<file path="src/rtl/rst_seq_sync.sv">
// rtl/rst_seq_sync.sv - reset synchronizer and per-channel release sequencer
//
// Purpose:
//   Asserts all downstream resets asynchronously from nrst_in and releases
//   them synchronously to clk_A. Release passes through a STAGES-deep
//   synchronizer, waits HOLD_CYCLES, then frees N_CH channels one at a time,
//   GAP_CYCLES apart. A synchronous software request re-runs the sequence
//   from HOLD without touching the synchronizer.
//
// Ports:
//   clk_A       in   1     clock
//   nrst_in     in   1     asynchronous active-low reset
//   sw_rst_req  in   1     synchronous software reset request, active-high
//   nrst_out    out  N_CH  per-channel active-low reset, bit 0 releases first
//   seq_done    out  1     high once every channel is released

module rst_seq_sync #(
  parameter int STAGES      = 3,
  parameter int N_CH        = 3,
  parameter int HOLD_CYCLES = 4,
  parameter int GAP_CYCLES  = 2
) (
  input  logic            clk_A,
  input  logic            nrst_in,
  input  logic            sw_rst_req,
  output logic [N_CH-1:0] nrst_out,
  output logic            seq_done
);

  localparam int CNT_MAX = (HOLD_CYCLES > GAP_CYCLES) ? HOLD_CYCLES : GAP_CYCLES;
  localparam int CNT_W   = $clog2(CNT_MAX + 1);
  localparam int CH_W    = (N_CH > 1) ? $clog2(N_CH) : 1;

  localparam logic [CNT_W-1:0] HOLD_LAST = CNT_W'(HOLD_CYCLES - 1);
  localparam logic [CNT_W-1:0] GAP_LAST  = CNT_W'(GAP_CYCLES - 1);

  typedef enum logic [1:0] {
    S_SYNC    = 2'd0,
    S_HOLD    = 2'd1,
    S_RELEASE = 2'd2,
    S_DONE    = 2'd3
  } state_t;

  state_t            state;
  logic [STAGES-1:0] sync;
  logic [CNT_W-1:0]  cnt;
  logic [CH_W-1:0]   ch;
  logic              sync_ok;

  assign sync_ok = sync[STAGES-1];

  always_ff @(posedge clk_A or negedge nrst_in) begin
    if (!nrst_in) begin
      sync     <= '0;
      state    <= S_SYNC;
      cnt      <= '0;
      ch       <= '0;
      nrst_out <= '0;
      seq_done <= 1'b0;
    end else begin
      sync <= {sync[STAGES-2:0], 1'b1};

      // Software request wins over every transition once past SYNC; the
      // synchronizer has already settled so the sequence restarts at HOLD.
      if (state != S_SYNC && sw_rst_req) begin
        state    <= S_HOLD;
        cnt      <= '0;
        ch       <= '0;
        nrst_out <= '0;
        seq_done <= 1'b0;
      end else begin
        case (state)
          S_SYNC: begin
            if (sync_ok) begin
              state <= S_HOLD;
              cnt   <= '0;
            end
          end

          S_HOLD: begin
            if (cnt == HOLD_LAST) begin
              nrst_out <= N_CH'(1);
              ch       <= '0;
              cnt      <= '0;
              if (N_CH == 1) begin
                state    <= S_DONE;
                seq_done <= 1'b1;
              end else begin
                state <= S_RELEASE;
              end
            end else begin
              cnt <= cnt + CNT_W'(1);
            end
          end

          S_RELEASE: begin
            if (cnt == GAP_LAST) begin
              // Released bits form a thermometer from bit 0, so shifting the
              // current mask left by one and OR-ing frees exactly bit ch+1.
              nrst_out <= nrst_out | (nrst_out << 1);
              ch       <= ch + CH_W'(1);
              cnt      <= '0;
              if (int'(ch) + 1 == N_CH - 1) begin
                state    <= S_DONE;
                seq_done <= 1'b1;
              end
            end else begin
              cnt <= cnt + CNT_W'(1);
            end
          end

          S_DONE: begin
          end

          default: begin
            state <= S_SYNC;
          end
        endcase
      end
    end
  end

endmodule

</file>
<file path="config.mk">
export PLATFORM = sky130hd
export DESIGN_NAME = rst_seq_sync
export DESIGN_NICKNAME = d
export VERILOG_FILES = /design/src/rtl/rst_seq_sync.sv
export SDC_FILE = /design/constraint.sdc
export NUM_CORES = 1
export LEC_CHECK = 0
export BUFFER_PORTS_ARGS = -buffer_cell sky130_fd_sc_hd__clkbuf_2
export CAP_MARGIN = 20
export CORE_MARGIN = 2
export CORE_UTILIZATION = 54
export CTS_CLUSTER_DIAMETER = 120
export DETAILED_ROUTE_END_ITERATION = 8
export GPL_TIMING_DRIVEN = 0
export MAX_ROUTING_LAYER = met4
export PLACE_DENSITY = 0.79
export SLEW_MARGIN = 20
export SYNTH_ARGS = -nofsm -noshare
export SYNTH_HDL_FRONTEND = slang
export SYNTH_SLANG_ARGS = --single-unit
</file>
<file path="constraint.sdc">
create_clock -name clk_A -period 1.6 [get_ports clk_A]
set_input_delay 0.16 -clock clk_A [delete_from_list [all_inputs] [get_ports clk_A]]
set_output_delay 0.16 -clock clk_A [all_outputs]
set_load 0.05 [all_outputs]
</file>
==> results.md, run 1 <==
* Status: finished clean
* Crit-path most repeated cell: ha_2
* CTS Buf Count at 3
* #FFs+latches synth at 14
* First-pass GRT wire length at 2430 um
* Clk buf depth at 2
* Combinational share of power at 51.2%
* Root Driver: clkbuf_4
* Crit path max-delay cell type: dfrtp_1
* Clk sinks at 14
* Antenna violations before repair at 0
* Vias/cell at 5.55
* FMAX at around 660 MHz
* Post-route cell area at 951 um2
* CP Class: flop to flop
* CTS tree: built
* # rows at 13
* Part of the power in registers at 31.9%
* Worst EP arrival at between 1500 and 2000 ps
* Final hold slack at 285 ps
* Synth Instances at 74
* Detailed Place HPWL at roughly 960 um
* Syn_area_per_cell at 10.9 um2
* Largest net degree at the start of global routing at 15
* Post-Place Cells at 95
* DIE AREA at approximately 1800 um2
* Switching Fraction at 42.4%
* Crit-path cells: ha_2 -> ha_2 -> nor2b_4 -> a21o_1 -> a21oi_1 -> o32a_1
* Syn_nets at 86
* H-tree levels at 1
* Later-pin clock latency in the skew report at approximately 290 ps
* Ports at 7
* Synth warn at 0
* Worst path top cell family by delay: compound AO/OA/AOI/OAI gates
* Total power draw at 1.55 mW
* Core area at 1350 um2
* Netlist Area Pre-Place at 803 um2
* Via Count at 561
* Worst path bufs/invs at 0
* Nets at a little under 100
* Port-buffer cells at 6
* WP data required at 1780 ps
* Final Max Tran Viols at 0
* Final Util at 70.4%
* Lkg Pwr at 0.426 nW
* DRT antenna net count at 0
* Clock power share at 16.9%
* # diodes at 0
* Worst Setup End Kind: flop
* Share of layout cells above drive strength 1 at approximately a third
* WL final at 1450 um
* Non-filler instance count after layout at 101
* Worst setup SP type: flop
* Die Wd at 42.6 um
* Iter 0 DRT Violations at 11
* GRT Overall Usage at 19.4%
* GPL Wtd Cong at 0.790
* Peak VDD IR at 1.10 mV
* Clock transition at the registers of the reported paths at 90 ps
* Initial core utilization at 59.5%
* Vias in the first global route at 550
* Maximum Capacitance Violations at 0
* Post-synthesis sequential area ratio at 43.6%
* Die height at 42.6 um
* P&R area growth vs syn at 18.4%
* PwrDens at 1630 nW/um2
* Worst hold path class: primary input to flop
* # setup viols final at 0
* Internal at 895 uW
* First-pass DRT Iterations at 4
* Number of distinct library cells after synthesis at 33
* Crit-path max FO at 4
* Max stage delay on crit path at 410 ps
* Final Skew at 8.01 ps
* Residual DRC at 0
* Psw at 659 uW
* Avg WL per Cell at 14.4 um
* Min Tclk post-route at between 1500 and 2000 ps
* Hold Fails Final Rpt at 0
* Final worst path period share at 94.5%
* Placed Area at 852 um2
* GRT overflow at 0
-- worst paths after layout --
check                                   start                    to  slack (ps)  cells after the start
setup / recovery           cnt[0]$_DFFE_PN0P_  state[0]$_DFFE_PN0P_          90                      6
hold / removal                     sw_rst_req    cnt[0]$_DFFE_PN0P_         280                      4
setup reg to reg           cnt[0]$_DFFE_PN0P_  state[0]$_DFFE_PN0P_          90                      6
hold reg to reg             sync[1]$_DFF_PN0_     sync[2]$_DFF_PN0_         380                      0
max in group asynchronous             nrst_in  state[0]$_DFFE_PN0P_        1010                      2
min in group asynchronous             nrst_in     ch[1]$_DFFE_PN0P_         310                      2
-- Yosys cell counts --
cell type,count,area share (%)
nand2b_1,2,1.6
o22ai_1,1,0.78
a211oi_4,1,2.5
buf_6,1,1.4
a22o_1,1,1.1
a21o_2,1,1.1
nand3b_1,2,1.9
o21ai_1,2,1.2
dfrtp_1,14,44
nor4_1,1,0.78
nor2_4,1,1.4
o21ai_0,2,1.2
nand2b_2,1,1.1
conb_1,1,0.47
o31ai_2,1,1.6
nand2b_4,1,1.7
and3b_1,1,1.1
nand2_1,9,4.2
a41oi_1,1,1.1
nand4b_1,1,1.1
inv_1,6,2.8
o32a_1,1,1.2
nor2b_4,1,1.7
ha_1,9,14
mux2i_1,1,1.2
o31ai_1,1,0.93
a21o_1,1,0.93
nor2b_2,1,1.1
a31oi_1,1,0.78
and3_1,1,0.78
nor3_1,2,1.2
a21oi_1,3,1.9
nor2_1,1,0.47
-- repair_timing --
action                     CTS  global route
setup endpoints to repair    2             8
buffers inserted             0             1
pin swaps                    0             2
hold buffers                 1             0
gates resized for setup      1            10
hold endpoints to repair    14             0
-- flip-flops by register name, summed over array words and instances, names as in the netlist --
signal,flops
seq_done,1
nrst_out,3
sync,3
ch,2
cnt,3
state,2
-- logic make-up (layout without fill, tap and decap cells) --
kind of cell | Yosys count | in the layout | share of synthesized area [%]
and+or+nand+nor | 25 | 25 | 20.1
muxes | 1 | 1 | 1.25
adders and majority gates | 9 | 9 | 14.0
buffers and inverters | 7 | 19 | 4.21
other | 1 | 1 | 0.467
AOI/OAI and AO/OA | 17 | 17 | 16.4
DFF | 14 | 14 | 43.6
-- power by group through the flow --
| stage | combinational [mW] | clock [mW] | sequential [mW] |
|---|---|---|---|
| 2_1_floorplan | 0.473 | 0 | 0.579 |
| 3_3_place_gp | 0.677 | 0 | 0.490 |
| 3_5_place_dp | 0.699 | 0 | 0.494 |
| 4_1_cts | 0.725 | 0.265 | 0.487 |
| 5_1_grt | 0.881 | 0.280 | 0.507 |
| 6_report | 0.796 | 0.262 | 0.496 |
-- stage by stage --
step	setup WS (ps)	setup TNS, ps
final	87.4	0
after detailed placement	-62.4	-93.3
after CTS	4.26	0
after global placement	-0.340	-0.340
after floorplan	121	0
after global routing	-7.39	-7.39
-- layer usage --
layer  vias up  wire length, um  GRT usage, %
met2        12              676          29.2
met5         -                0             -
met4         0               45          13.1
li1        282                -             -
met3         4               47          5.17
met1       263              681          22.5
-- layout make-up --
type | instances | area [um2]
tap | 15 | 18.8
inverter | 6 | 22.5
multi-input combinational | 53 | 463
fill | 91 | 399
buffer | 1 | 11.3
timing repair buffer | 8 | 47.5
clock buffer | 4 | 36.3
sequential | 14 | 352
-- tightest hold or removal path: stages --
cell and delay [ps]:
clkbuf_2 160, o31ai_4 110, nand2_1 60, o21ai_1 50
-- cells in the final DEF, fill, tap and decap left out, types with 2 or more instances in the layout --
cell type,netlist,layout
inv_1,6,4
ha_1,9,5
nand2b_1,2,2
clkbuf_2,0,6
nand2_1,9,9
o21ai_0,2,2
dfrtp_1,14,13
ha_4,0,2
nand3b_1,2,2
a21oi_1,3,3
o21ai_1,2,2
nor3_1,2,2
inv_2,0,2
clkbuf_4,0,3
nand2b_4,1,2
ha_2,0,2
No activity file was read; power rests on OpenSTA's default activity.
==> inputs of run 2 (changes only) <==
- CAP_MARGIN: 20 -> unset
- CORE_UTILIZATION: 54 -> 56
- PLACE_DENSITY: 0.79 -> 0.82
==> results.md, run 2 (synthesis gave the netlist of run 1 again) <==
* Maximum Capacitance Violations at 0 (unchanged)
* Vias/cell at 5.64 (+1.5%)
* Antenna violations before repair at 0 (unchanged)
* Psw at 671 uW (+1.8%)
* Final worst path period share at 96.2% (+1.6 points)
* Via Count at 592 (+5.5%)
* Port-buffer cells at 6 (unchanged)
* Status: finished clean
* WL final at 1510 um (+4.0%)
* CTS tree: built
* Die height at 41.9 um (-1.6%)
* Clk buf depth at 2 (unchanged)
* Most common cell after layout, fill and taps aside: dfrtp_1
* GPL Wtd Cong at 0.816 (+3.3%)
* GRT overflow at 0 (unchanged)
* Clock power share at 16.0% (-0.9 points)
* Worst Setup End Kind: flop
* Root Driver: clkbuf_4
* Crit-path max FO at 4 (unchanged)
* Switching Fraction at 41.8% (-0.56 points)
* # setup viols final at 0 (unchanged)
* Residual DRC at 0 (unchanged)
* Filler Cells Inserted at 86 (-5.5%)
* Part of the power in registers at 30.4% (-1.5 points)
* Clock transition at the registers of the reported paths at 90 ps (about the same)
* CP Class: flop to flop
* Avg WL per Cell at 14.4 um (about the same)
* PwrDens at 1660 nW/um2 (+1.7%)
* DIE AREA at 1750 um2 (-3.2%)
* P&R area growth vs syn at 20.1%
* Internal at 933 uW (+4.2%)
* Share of layout cells above drive strength 1 at 32.2% (+0.83 points)
* Lkg Pwr at 0.444 nW (+4.1%)
* Nets at 103 (+4.0%)
* Final Skew at 3.00 ps (-5.00 ps)
* Worst setup SP type: flop
* Peak VDD IR at 1.05 mV (-3.8%)
* # diodes at 0 (unchanged)
* GRT Overall Usage at 19.9% (+0.48 points)
* Sequential Area at 350 um2 (-0.36%)
* Combinational share of power at 53.6% (+2.4 points)
* Worst EP arrival at 1710 ps (about the same)
* Multi-input gate area at 448 um2 (-3.2%)
* WP data required at 1770 ps (about the same)
* Detailed Place HPWL at 1020 um (+5.9%)
* Later-pin clock latency in the skew report at 280 ps (about the same)
* Hold Fails Final Rpt at 0 (unchanged)
* Most frequent cells in the layout: dfrtp_1 (14), nand2_1 (9), clkbuf_2 (6)
* DRT antenna net count at 0 (unchanged)
* Largest net degree at the start of global routing at 15 (unchanged)
* Total power draw at 1.60 mW (+3.2%)
* CTS Buf Count at 3 (unchanged)
* Final Max Tran Viols at 0 (unchanged)
* Iter 0 DRT Violations at 8 (-3)
* Initial core utilization at 61.0% (+1.5 points)
* First-pass DRT Iterations at 4 (unchanged)
* Clk sinks at 14 (unchanged)
* H-tree levels at 1 (unchanged)
* # rows at 13 (unchanged)
* FMAX at 650 MHz (-1.7%)
* Vias in the first global route at 579 (+5.3%)
* First-pass GRT wire length at 2610 um (+7.4%)
* Ports at 7 (unchanged)
* Min Tclk post-route at 1540 ps (+26.2 ps)
* Core area at 1320 um2 (-2.4%)
* Total negative setup slack at 0 ps (unchanged)
* Top flop regs: cnt: 3 flops, nrst_out: 3 flops, sync: 3 flops
* Die Wd at 41.9 um (-1.6%)
* Worst hold path class: primary input to flop
[run 2: what timing repair did]
item	4_1_cts	5_1_grt
hold buffers	1	0
buffers inserted	0	5
pin swaps	0	2
hold endpoints to repair	14	0
resized for setup	1	7
setup endpoints to repair	2	9
[run 2: layout make-up]
type / instances / share of cell area, %
repair buffers: 12 / 8.04
flip-flops and latches: 14 / 36.3
plain buffers: 1 / 1.17
multi-input cells: 53 / 46.4
well taps: 15 / 1.95
clock buffers: 4 / 3.76
inverters: 6 / 2.33
[run 2: worst paths after layout]
kind,depth (start not counted),from,slack [ps],to
worst max-delay path,6,state[1]$_DFFE_PN0P_,60,state[0]$_DFFE_PN0P_
worst min-delay path,4,sw_rst_req,280,nrst_out[0]$_DFFE_PN0P_
worst max register to register,6,state[1]$_DFFE_PN0P_,60,state[0]$_DFFE_PN0P_
worst min register to register,0,sync[1]$_DFF_PN0_,360,sync[2]$_DFF_PN0_
max in group asynchronous,2,nrst_in,1020,sync[2]$_DFF_PN0_
min in group asynchronous,2,nrst_in,330,ch[0]$_DFFE_PN0P_
[run 2: routing by layer]
| metal | vias to the layer above | GRT usage [%] | wire length [um] |
|---|---|---|---|
| li1 | 289 | - | - |
| met1 | 290 | 24.2 | 665 |
| met2 | 11 | 34.4 | 785 |
| met3 | 2 | 2.61 | 45 |
| met4 | 0 | 5.81 | 11 |
| met5 | - | - | 0 |
[run 2: stage by stage]
step | instances | worst slack (ps) | hold WS [ps] | area, um2 | util, %
finish | 105 | 61.3 | 275 | 965 | 73.2
global route | 105 | -25.4 | 316 | 965 | 73.2
global placement | 95 | 0.253 | 80.5 | 852 | 64.7
floorplan | 74 | 121 | -136 | 803 | -
CTS | 100 | 3.79 | 270 | 907 | 68.9
detailed placement | 95 | -50.8 | 81.5 | 852 | 64.7
[run 2: critical path, stage by stage (launching register included)]
cell,delay [ps]
dfrtp_1,420
inv_2,120
ha_2,240
nor2b_4,230
a21o_1,150
a21oi_1,90
o32a_1,180
[run 2: power groups by stage]
stage                     Sequential (mW)  Clock, mW  Combinational (mW)
after floorplan                     0.579          0               0.473
after global placement              0.491          0               0.673
after detailed placement            0.496          0               0.697
after CTS                           0.489      0.264               0.727
after global routing                0.496      0.283               0.939
final                               0.487      0.257               0.859
